## src/rtl/ahb_slave_i2c_if_if.sv

```systemverilog
// AHB bus bundle between the bridge's AHB master and the I2C-side responder.
// Carries the address/control, write data, HREADY handshake and the
// response/read data.
//   master : drives select, address, control, hwdata and bus-level hready_in
//   slave  : drives hready_out, hresp, hrdata
interface ahb_slave_i2c_if_if;
  logic        hsel;
  logic [31:0] haddr;
  logic [1:0]  htrans;
  logic        hwrite;
  logic [2:0]  hsize;
  logic [31:0] hwdata;
  logic        hready_in;
  logic        hready_out;
  logic        hresp;
  logic [31:0] hrdata;

  modport master (
    output hsel, haddr, htrans, hwrite, hsize, hwdata, hready_in,
    input  hready_out, hresp, hrdata
  );

  modport slave (
    input  hsel, haddr, htrans, hwrite, hsize, hwdata, hready_in,
    output hready_out, hresp, hrdata
  );
endinterface

```

## src/rtl/ahb_slave_i2c_if.sv

```systemverilog
// AHB responder for the AHB-to-I2C bridge. Decodes four word registers:
//   0x0 CTRL   (rw)  byte handed to the I2C core on ctrl
//   0x4 STATUS (r, write-1-to-clear overrun)
//         [0] rx_valid [1] overrun [2] tx_full [3] tx_empty [7:4] fifo_count
//   0x8 TXDATA (w)   pushes hwdata[7:0] into the TX FIFO
//   0xC RXDATA (r)   last byte from the I2C core, read clears rx_valid
// Ports:
//   Hclk, Hreset : clock, synchronous active-high reset
//   bus          : AHB slave modport (select, address, control, data, HREADY, HRESP)
//   ctrl         : CTRL register contents
//   tx_data      : registered head of the TX FIFO, tx_empty when no entries
//   tx_pop       : I2C core consumes the head byte (ignored when empty)
//   rx_wr/rx_byte: I2C core delivers a received byte
// Writes to a full TX FIFO stall the data phase; illegal accesses get the
// two-cycle ERROR response and touch nothing.
module ahb_slave_i2c_if #(
  parameter int FIFO_DEPTH = 4,
  parameter int CNT_W      = 3
) (
  input  logic                  Hclk,
  input  logic                  Hreset,
  ahb_slave_i2c_if_if.slave     bus,
  output logic [7:0]            ctrl,
  output logic [7:0]            tx_data,
  output logic                  tx_empty,
  input  logic                  tx_pop,
  input  logic                  rx_wr,
  input  logic [7:0]            rx_byte
);

  localparam int PTR_W = CNT_W - 1;

  localparam logic [1:0] OFF_CTRL   = 2'd0;
  localparam logic [1:0] OFF_STATUS = 2'd1;
  localparam logic [1:0] OFF_TXDATA = 2'd2;
  localparam logic [1:0] OFF_RXDATA = 2'd3;

  typedef enum logic [2:0] {
    S_IDLE,
    S_DATA,
    S_WAIT_FULL,
    S_ERR1,
    S_ERR2
  } state_e;

  state_e           state_q, state_d;
  logic [1:0]       off_q, off_d;
  logic             wr_q, wr_d;
  logic [31:0]      hrdata_q, hrdata_d;
  logic [7:0]       ctrl_q, ctrl_d;
  logic [7:0]       mem_q [FIFO_DEPTH];
  logic [7:0]       mem_d [FIFO_DEPTH];
  logic [PTR_W-1:0] wptr_q, wptr_d;
  logic [PTR_W-1:0] rptr_q, rptr_d;
  logic [CNT_W-1:0] cnt_q, cnt_d;
  logic [7:0]       tx_data_q, tx_data_d;
  logic [7:0]       rx_reg_q, rx_reg_d;
  logic             rx_valid_q, rx_valid_d;
  logic             overrun_q, overrun_d;

  logic             ready;
  logic             resp;
  logic             full;
  logic             empty;
  logic             accept;
  logic             legal;
  logic             wr_commit;
  logic             push;
  logic             pop;
  logic             rx_read;
  logic [CNT_W-1:0] cnt_after_pop;
  logic [31:0]      status_rd;
  logic             unused_bits;

  assign unused_bits = ^{bus.hwdata[31:8], bus.htrans[0]};

  assign full  = (cnt_q == CNT_W'(FIFO_DEPTH));
  assign empty = (cnt_q == '0);

  // Data-phase handshake is a function of the state only; a TXDATA write
  // stalls on the registered fullness, so a pop in the same cycle does not
  // release it until the following cycle.
  always_comb begin
    ready = 1'b1;
    resp  = 1'b0;
    case (state_q)
      S_DATA:      ready = !(wr_q && (off_q == OFF_TXDATA) && full);
      S_WAIT_FULL: ready = !full;
      S_ERR1: begin
        ready = 1'b0;
        resp  = 1'b1;
      end
      S_ERR2:      resp  = 1'b1;
      default: ;
    endcase
  end

  // Address-phase decode. Only a phase boundary (ready high) can take a new
  // address; ERR1 never does.
  always_comb begin
    accept = bus.hsel && bus.hready_in && bus.htrans[1] && ready;
    legal  = (bus.haddr[31:4] == '0) && (bus.haddr[1:0] == 2'b00) &&
             (bus.hsize == 3'b010);
    case (bus.haddr[3:2])
      OFF_TXDATA: legal = legal && bus.hwrite;
      OFF_RXDATA: legal = legal && !bus.hwrite;
      default: ;
    endcase
    wr_commit = ready && wr_q && ((state_q == S_DATA) || (state_q == S_WAIT_FULL));
    push      = wr_commit && (off_q == OFF_TXDATA);
    pop       = tx_pop && !empty;
    rx_read   = accept && legal && !bus.hwrite && (bus.haddr[3:2] == OFF_RXDATA);
  end

  // TX FIFO. The head output is registered, so it is recomputed from the
  // post-edge read pointer; a push into an (effectively) empty FIFO bypasses
  // the memory and becomes the head directly.
  always_comb begin
    mem_d = mem_q;
    if (push) mem_d[wptr_q] = bus.hwdata[7:0];
    wptr_d        = wptr_q + PTR_W'(push);
    rptr_d        = rptr_q + PTR_W'(pop);
    cnt_after_pop = cnt_q - CNT_W'(pop);
    cnt_d         = cnt_after_pop + CNT_W'(push);
    tx_data_d     = tx_data_q;
    if (push && (cnt_after_pop == '0)) tx_data_d = bus.hwdata[7:0];
    else if (cnt_after_pop != '0)      tx_data_d = mem_q[rptr_d];
  end

  // Register file and RX path. Set beats clear for overrun, and a fresh byte
  // beats the read-clear of rx_valid.
  always_comb begin
    ctrl_d = ctrl_q;
    if (wr_commit && (off_q == OFF_CTRL)) ctrl_d = bus.hwdata[7:0];
    overrun_d = overrun_q;
    if (wr_commit && (off_q == OFF_STATUS) && bus.hwdata[1]) overrun_d = 1'b0;
    if (rx_wr && rx_valid_q) overrun_d = 1'b1;
    rx_valid_d = rx_valid_q;
    if (rx_read) rx_valid_d = 1'b0;
    if (rx_wr)   rx_valid_d = 1'b1;
    rx_reg_d = rx_wr ? rx_byte : rx_reg_q;
    // Reads sample the post-edge view so a back-to-back read sees the write
    // (or FIFO push) completing at the same edge.
    status_rd = {24'b0, 4'(cnt_d), (cnt_d == '0), (cnt_d == CNT_W'(FIFO_DEPTH)),
                 overrun_d, rx_valid_d};
  end

  // Transfer FSM and read-data capture.
  always_comb begin
    state_d  = state_q;
    off_d    = off_q;
    wr_d     = wr_q;
    hrdata_d = hrdata_q;
    if (state_q == S_ERR1) begin
      state_d = S_ERR2;
    end else if (!ready) begin
      state_d = S_WAIT_FULL;
    end else begin
      hrdata_d = '0;
      if (accept) begin
        off_d   = bus.haddr[3:2];
        wr_d    = bus.hwrite;
        state_d = legal ? S_DATA : S_ERR1;
        if (legal && !bus.hwrite) begin
          case (bus.haddr[3:2])
            OFF_CTRL:   hrdata_d = {24'b0, ctrl_d};
            OFF_STATUS: hrdata_d = status_rd;
            OFF_RXDATA: hrdata_d = {24'b0, rx_reg_q};
            default:    hrdata_d = '0;
          endcase
        end
      end else begin
        state_d = S_IDLE;
      end
    end
  end

  always_ff @(posedge Hclk) begin
    if (Hreset) begin
      state_q    <= S_IDLE;
      hrdata_q   <= '0;
      ctrl_q     <= '0;
      wptr_q     <= '0;
      rptr_q     <= '0;
      cnt_q      <= '0;
      tx_data_q  <= '0;
      rx_valid_q <= 1'b0;
      overrun_q  <= 1'b0;
    end else begin
      state_q    <= state_d;
      hrdata_q   <= hrdata_d;
      ctrl_q     <= ctrl_d;
      wptr_q     <= wptr_d;
      rptr_q     <= rptr_d;
      cnt_q      <= cnt_d;
      tx_data_q  <= tx_data_d;
      rx_valid_q <= rx_valid_d;
      overrun_q  <= overrun_d;
    end
  end

  always_ff @(posedge Hclk) begin
    off_q    <= off_d;
    wr_q     <= wr_d;
    rx_reg_q <= rx_reg_d;
    mem_q    <= mem_d;
  end

  assign bus.hready_out = ready;
  assign bus.hresp      = resp;
  assign bus.hrdata     = hrdata_q;
  assign ctrl           = ctrl_q;
  assign tx_data        = tx_data_q;
  assign tx_empty       = empty;

endmodule

```

## src/flat_wrapper.sv

```systemverilog
// flat-port wrapper written by rule: the top's interface ports become plain ports
module ahb_slave_i2c_if_flat 
#(
  parameter int FIFO_DEPTH = 4,
  parameter int CNT_W      = 3
)
  (Hclk, Hreset, ctrl, tx_data, tx_empty, tx_pop, rx_wr, rx_byte, bus_hsel, bus_haddr, bus_htrans, bus_hwrite, bus_hsize, bus_hwdata, bus_hready_in, bus_hready_out, bus_hresp, bus_hrdata);
  ahb_slave_i2c_if_if bus_i ();
  input  logic Hclk;
  input  logic Hreset;
  output logic [7:0] ctrl;
  output logic [7:0] tx_data;
  output logic tx_empty;
  input  logic tx_pop;
  input  logic rx_wr;
  input  logic [7:0] rx_byte;
  input wire logic [$bits(bus_i.hsel)-1:0] bus_hsel;
  input wire logic [$bits(bus_i.haddr)-1:0] bus_haddr;
  input wire logic [$bits(bus_i.htrans)-1:0] bus_htrans;
  input wire logic [$bits(bus_i.hwrite)-1:0] bus_hwrite;
  input wire logic [$bits(bus_i.hsize)-1:0] bus_hsize;
  input wire logic [$bits(bus_i.hwdata)-1:0] bus_hwdata;
  input wire logic [$bits(bus_i.hready_in)-1:0] bus_hready_in;
  output wire logic [$bits(bus_i.hready_out)-1:0] bus_hready_out;
  output wire logic [$bits(bus_i.hresp)-1:0] bus_hresp;
  output wire logic [$bits(bus_i.hrdata)-1:0] bus_hrdata;
  assign bus_i.hsel = bus_hsel;
  assign bus_i.haddr = bus_haddr;
  assign bus_i.htrans = bus_htrans;
  assign bus_i.hwrite = bus_hwrite;
  assign bus_i.hsize = bus_hsize;
  assign bus_i.hwdata = bus_hwdata;
  assign bus_i.hready_in = bus_hready_in;
  assign bus_hready_out = bus_i.hready_out;
  assign bus_hresp = bus_i.hresp;
  assign bus_hrdata = bus_i.hrdata;
  ahb_slave_i2c_if #(.FIFO_DEPTH(FIFO_DEPTH), .CNT_W(CNT_W)) u_core (.Hclk(Hclk), .Hreset(Hreset), .bus(bus_i), .ctrl(ctrl), .tx_data(tx_data), .tx_empty(tx_empty), .tx_pop(tx_pop), .rx_wr(rx_wr), .rx_byte(rx_byte));
endmodule
```

## config.mk

```make
export PLATFORM = sky130hd
export DESIGN_NAME = ahb_slave_i2c_if_flat
export DESIGN_NICKNAME = d
export VERILOG_FILES = /design/src/rtl/ahb_slave_i2c_if_if.sv /design/src/rtl/ahb_slave_i2c_if.sv /design/src/flat_wrapper.sv
export SDC_FILE = /design/constraint.sdc
export NUM_CORES = 1
export LEC_CHECK = 0
export BUFFER_PORTS_ARGS = -buffer_cell sky130_fd_sc_hd__buf_2
export CAP_MARGIN = 25
export CORE_MARGIN = 5
export CORE_UTILIZATION = 45
export CTS_CLUSTER_SIZE = 12
export DETAILED_ROUTE_END_ITERATION = 10
export MAX_ROUTING_LAYER = met4
export PLACE_DENSITY = 0.82
export SLEW_MARGIN = 5
export SYNTH_ARGS = -nofsm -noshare
export SYNTH_HDL_FRONTEND = slang
export SYNTH_SLANG_ARGS = --single-unit
```

## constraint.sdc

```tcl
create_clock -name Hclk -period 2.9 [get_ports Hclk]
set_clock_uncertainty 0.15 [all_clocks]
set_input_delay 0.58 -clock Hclk [delete_from_list [all_inputs] [get_ports Hclk]]
set_output_delay 0.58 -clock Hclk [all_outputs]
set_load 0.02 [all_outputs]
```

==> results.md <==
* Run status: finished clean
* Die width at 100 um
* Placed Cells at 490
* Critical Path Max Stage Delay at 0.51 ns
* Worst hold margin at 0.256 ns
* Mapped Area at 0.00366 sq mm
* WS Path Type: in -> reg
* Share of the synthesized area in the top cell type at 0.352
* Max Freq at 370 MHz
* Vias in the first global route at 2684
* Clk slew on worst S/H paths at 0.09 ns
* VDD IR max at 0.378 mV
* Syn avg cell area at 12.1 sq um
* Netlist cell types at 48
* Core area at 0.00809 sq mm
* Core Rows at 33
* Diodes inserted at 0
* Total Wirelength at 7.86 mm
* DRT iter0 DRCs at 96
* Xor-xnor portion of the synthesized cell area at 0.0181
* Worst min path class: in -> reg
* Buffers on Ports at 85
* Die H at 100 um
* PwrDens at 731 mW/mm^2
* Largest family of logic cells by synthesized area: simple AND/OR/NAND/NOR gates
* Post-Synth Adder-Cell Area at 0.0205
* Design Area, Final at 0.00437 sq mm
* GRT overflow at 0
* Synthesized instance count at 303
* Post-CTS Resized at 0
* Syn-to-layout area delta at 19.3%
* Cell family with the largest share of critical-path delay: simple AND/OR/NAND/NOR gates
* Worst endpoint data arrival time at 2.81 ns
* DP Worst Slack at -0.170 ns
* WP buf/inv at 1
* First-pass GRT wire length at 12.8 mm
* Synth Warn # at 0
* Post-synthesis compound-gate area fraction at 0.0980
* Worst setup SP type: input port
* Pin count of the biggest net entering global routing at 29
* CTS buffer count at 9
* Worst skew pair latency at 0.34 ns
* Setup TNS at 0 ns
* Cell taking the most area after synthesis: edfxtp_1
* ANT nets after route at 0
* Main flop type after synthesis: edfxtp_1
* CP Cell Sequence: buf_2 -> or4_1 -> a2111o_1 -> or4_1 -> or3_1 -> a221oi_2
* IO Count at 135
* Pre-antenna DRT Iters at 4
* Share of post-route cells with drive strength above 1 at 0.342
* Synth Area in Simple Gates at 0.140
* Critical path's slowest cell: or4_1
* Clock sinks at 79
* Max Slew Vio Count at 0
* Final period utilization at 0.931
* GR Util All Layers at 0.167
* Antenna violations before repair at 0
* CTS tree: yes
* Postcts setup bufs at 0
* Count of state elements after synthesis at 79
* Root Driver: clkbuf_8
* Die ar. at 0.0100 sq mm
* Crit path time final at 2.70 ns
* Vias post-DR at 2639
* Max_cap viols at 0
* Final-layout fill cell count at 713
* RSZ-0062 raised after global routing: false
* Initial Util at 0.453
* Async SR Flop Fraction at 0
* Worst EP required at 3.01 ns
* WL/cell at 15.5 um
* Fin nets at 486
* CP most frequent cell: or4_1
* EDFF count, synth at 43
* CP endpoint kind: register
* Vias per inst at 5.22
* DRC Markers at 0
* Post-synthesis sequential area ratio at 0.549
* Mux share of post-synthesis cell area at 0.101
* Placement Cell Area at 0.00417 sq mm
* CTS H-tree depth at 3
* GP Congestion at 0.884
* Setup ws final at 0.200 ns
* HPWL after DPL at 5.99 mm
* Fin cells at 506
* Static Leak at 1.72 nW
* Largest cells by area after synthesis: edfxtp_1, dfxtp_1, buf_4, mux4_2, mux2i_1
* CP Max Fanout at 6
* CTS max path bufs at 2
* Hold Violations, Final at 0
* Final setup violation count at 0
* Hold_buf cts at 0
[placed cells by master, fill, tap and decap left out, types with 5 or more instances in the layout]
cell	n
clkbuf_8	9
buf_2	85
dfxtp_1	36
buf_4	12
o21ai_0	6
a221oi_2	5
mux2i_1	11
a21oi_1	5
nor2b_1	12
nor3_1	7
a211oi_1	8
nand2_1	20
nor4_1	10
mux2_2	7
mux4_2	8
nor2_1	25
conb_1	24
edfxtp_1	43
inv_1	6
ha_1	6
[cell usage after synthesis (2+ instances only)]
master,count
edfxtp_1,43
dfxtp_1,36
nor2_1,25
buf_4,24
nand2_1,20
clkbuf_1,12
nor2b_1,12
mux2i_1,11
nor4_1,10
a211oi_1,8
mux4_2,8
mux2_2,7
nor3_1,7
ha_1,6
inv_1,6
o21ai_0,6
a21oi_1,5
a221oi_2,5
a22oi_1,4
nand4_1,4
or4_1,4
nand3_1,3
nor3b_1,3
nor4b_1,3
o2bb2ai_1,3
xnor2_1,3
a2bb2oi_1,2
and3b_1,2
xor2_1,2
[metrics by stage]
step	util	total power, mW
4_1_cts	0.540	3.23
3_5_place_dp	0.515	2.40
2_1_floorplan	-	2.11
6_report	0.540	3.20
3_3_place_gp	0.515	2.36
5_1_grt	0.540	3.42
[layout make-up]
type / instances / area (sq um) / area share
Clock buffer: 9 / 124 / 0.0284
Clock inverter: 7 / 78.8 / 0.0180
Inverter: 6 / 22.5 / 0.00515
Multi-Input combinational cell: 203 / 1490 / 0.340
Sequential cell: 79 / 2010 / 0.460
Tap cell: 105 / 131 / 0.0301
Timing Repair Buffer: 97 / 515 / 0.118
[metal layers]
layer	GRT usage	wire (um)	up-vias
met4	0.0518	88	0
met5	-	0	-
li1	-	-	1277
met2	0.275	3960	95
met3	0.0375	520	10
met1	0.204	3300	1257
[cells by family after synthesis]
| family | count (synthesis) |
|---|---|
| and+or+nand+nor | 98 |
| DFF | 79 |
| buffers and inverters | 44 |
| AOI/OAI and AO/OA | 43 |
| muxes | 26 |
| adders and majority gates | 6 |
| xor gates and xnor gates | 6 |
| other | 1 |
[power breakdown]
group | total, mW | internal [mW] | switching [mW] | leakage (nW)
Sequential | 1.32 | 1.27 | 0.0491 | 0.687
Clock | 0.836 | 0.408 | 0.428 | 0.0982
Combinational | 1.04 | 0.458 | 0.585 | 0.931
[flip-flops by register name (all words and copies together), names as in the netlist]
register,flops
u_core.cnt_q,3
u_core.wr_q,1
u_core.mem_q,32
u_core.ctrl,8
u_core.rptr_q,2
u_core.rx_reg_q,8
u_core.overrun_q,1
u_core.tx_data,8
u_core.rx_valid_q,1
u_core.state_q,3
u_core.bus.hrdata,8
u_core.off_q,2
u_core.wptr_q,2
[worst paths after layout]
kind	from	endpoint	slack, ns	depth (start not counted)
worst max register to register	u_core.cnt_q[2]$_SDFF_PP0_	u_core.bus.hrdata[6]$_SDFFE_PP0P_	0.27	10
worst min-delay path	rx_byte[2]	u_core.rx_reg_q[2]$_DFFE_PP_	0.26	1
worst min register to register	u_core.bus.hrdata[2]$_SDFFE_PP0P_	u_core.bus.hrdata[2]$_SDFFE_PP0P_	0.32	1
worst max-delay path	bus_haddr[11]	u_core.bus.hrdata[6]$_SDFFE_PP0P_	0.20	6
No activity file was read; power rests on OpenSTA's default activity.
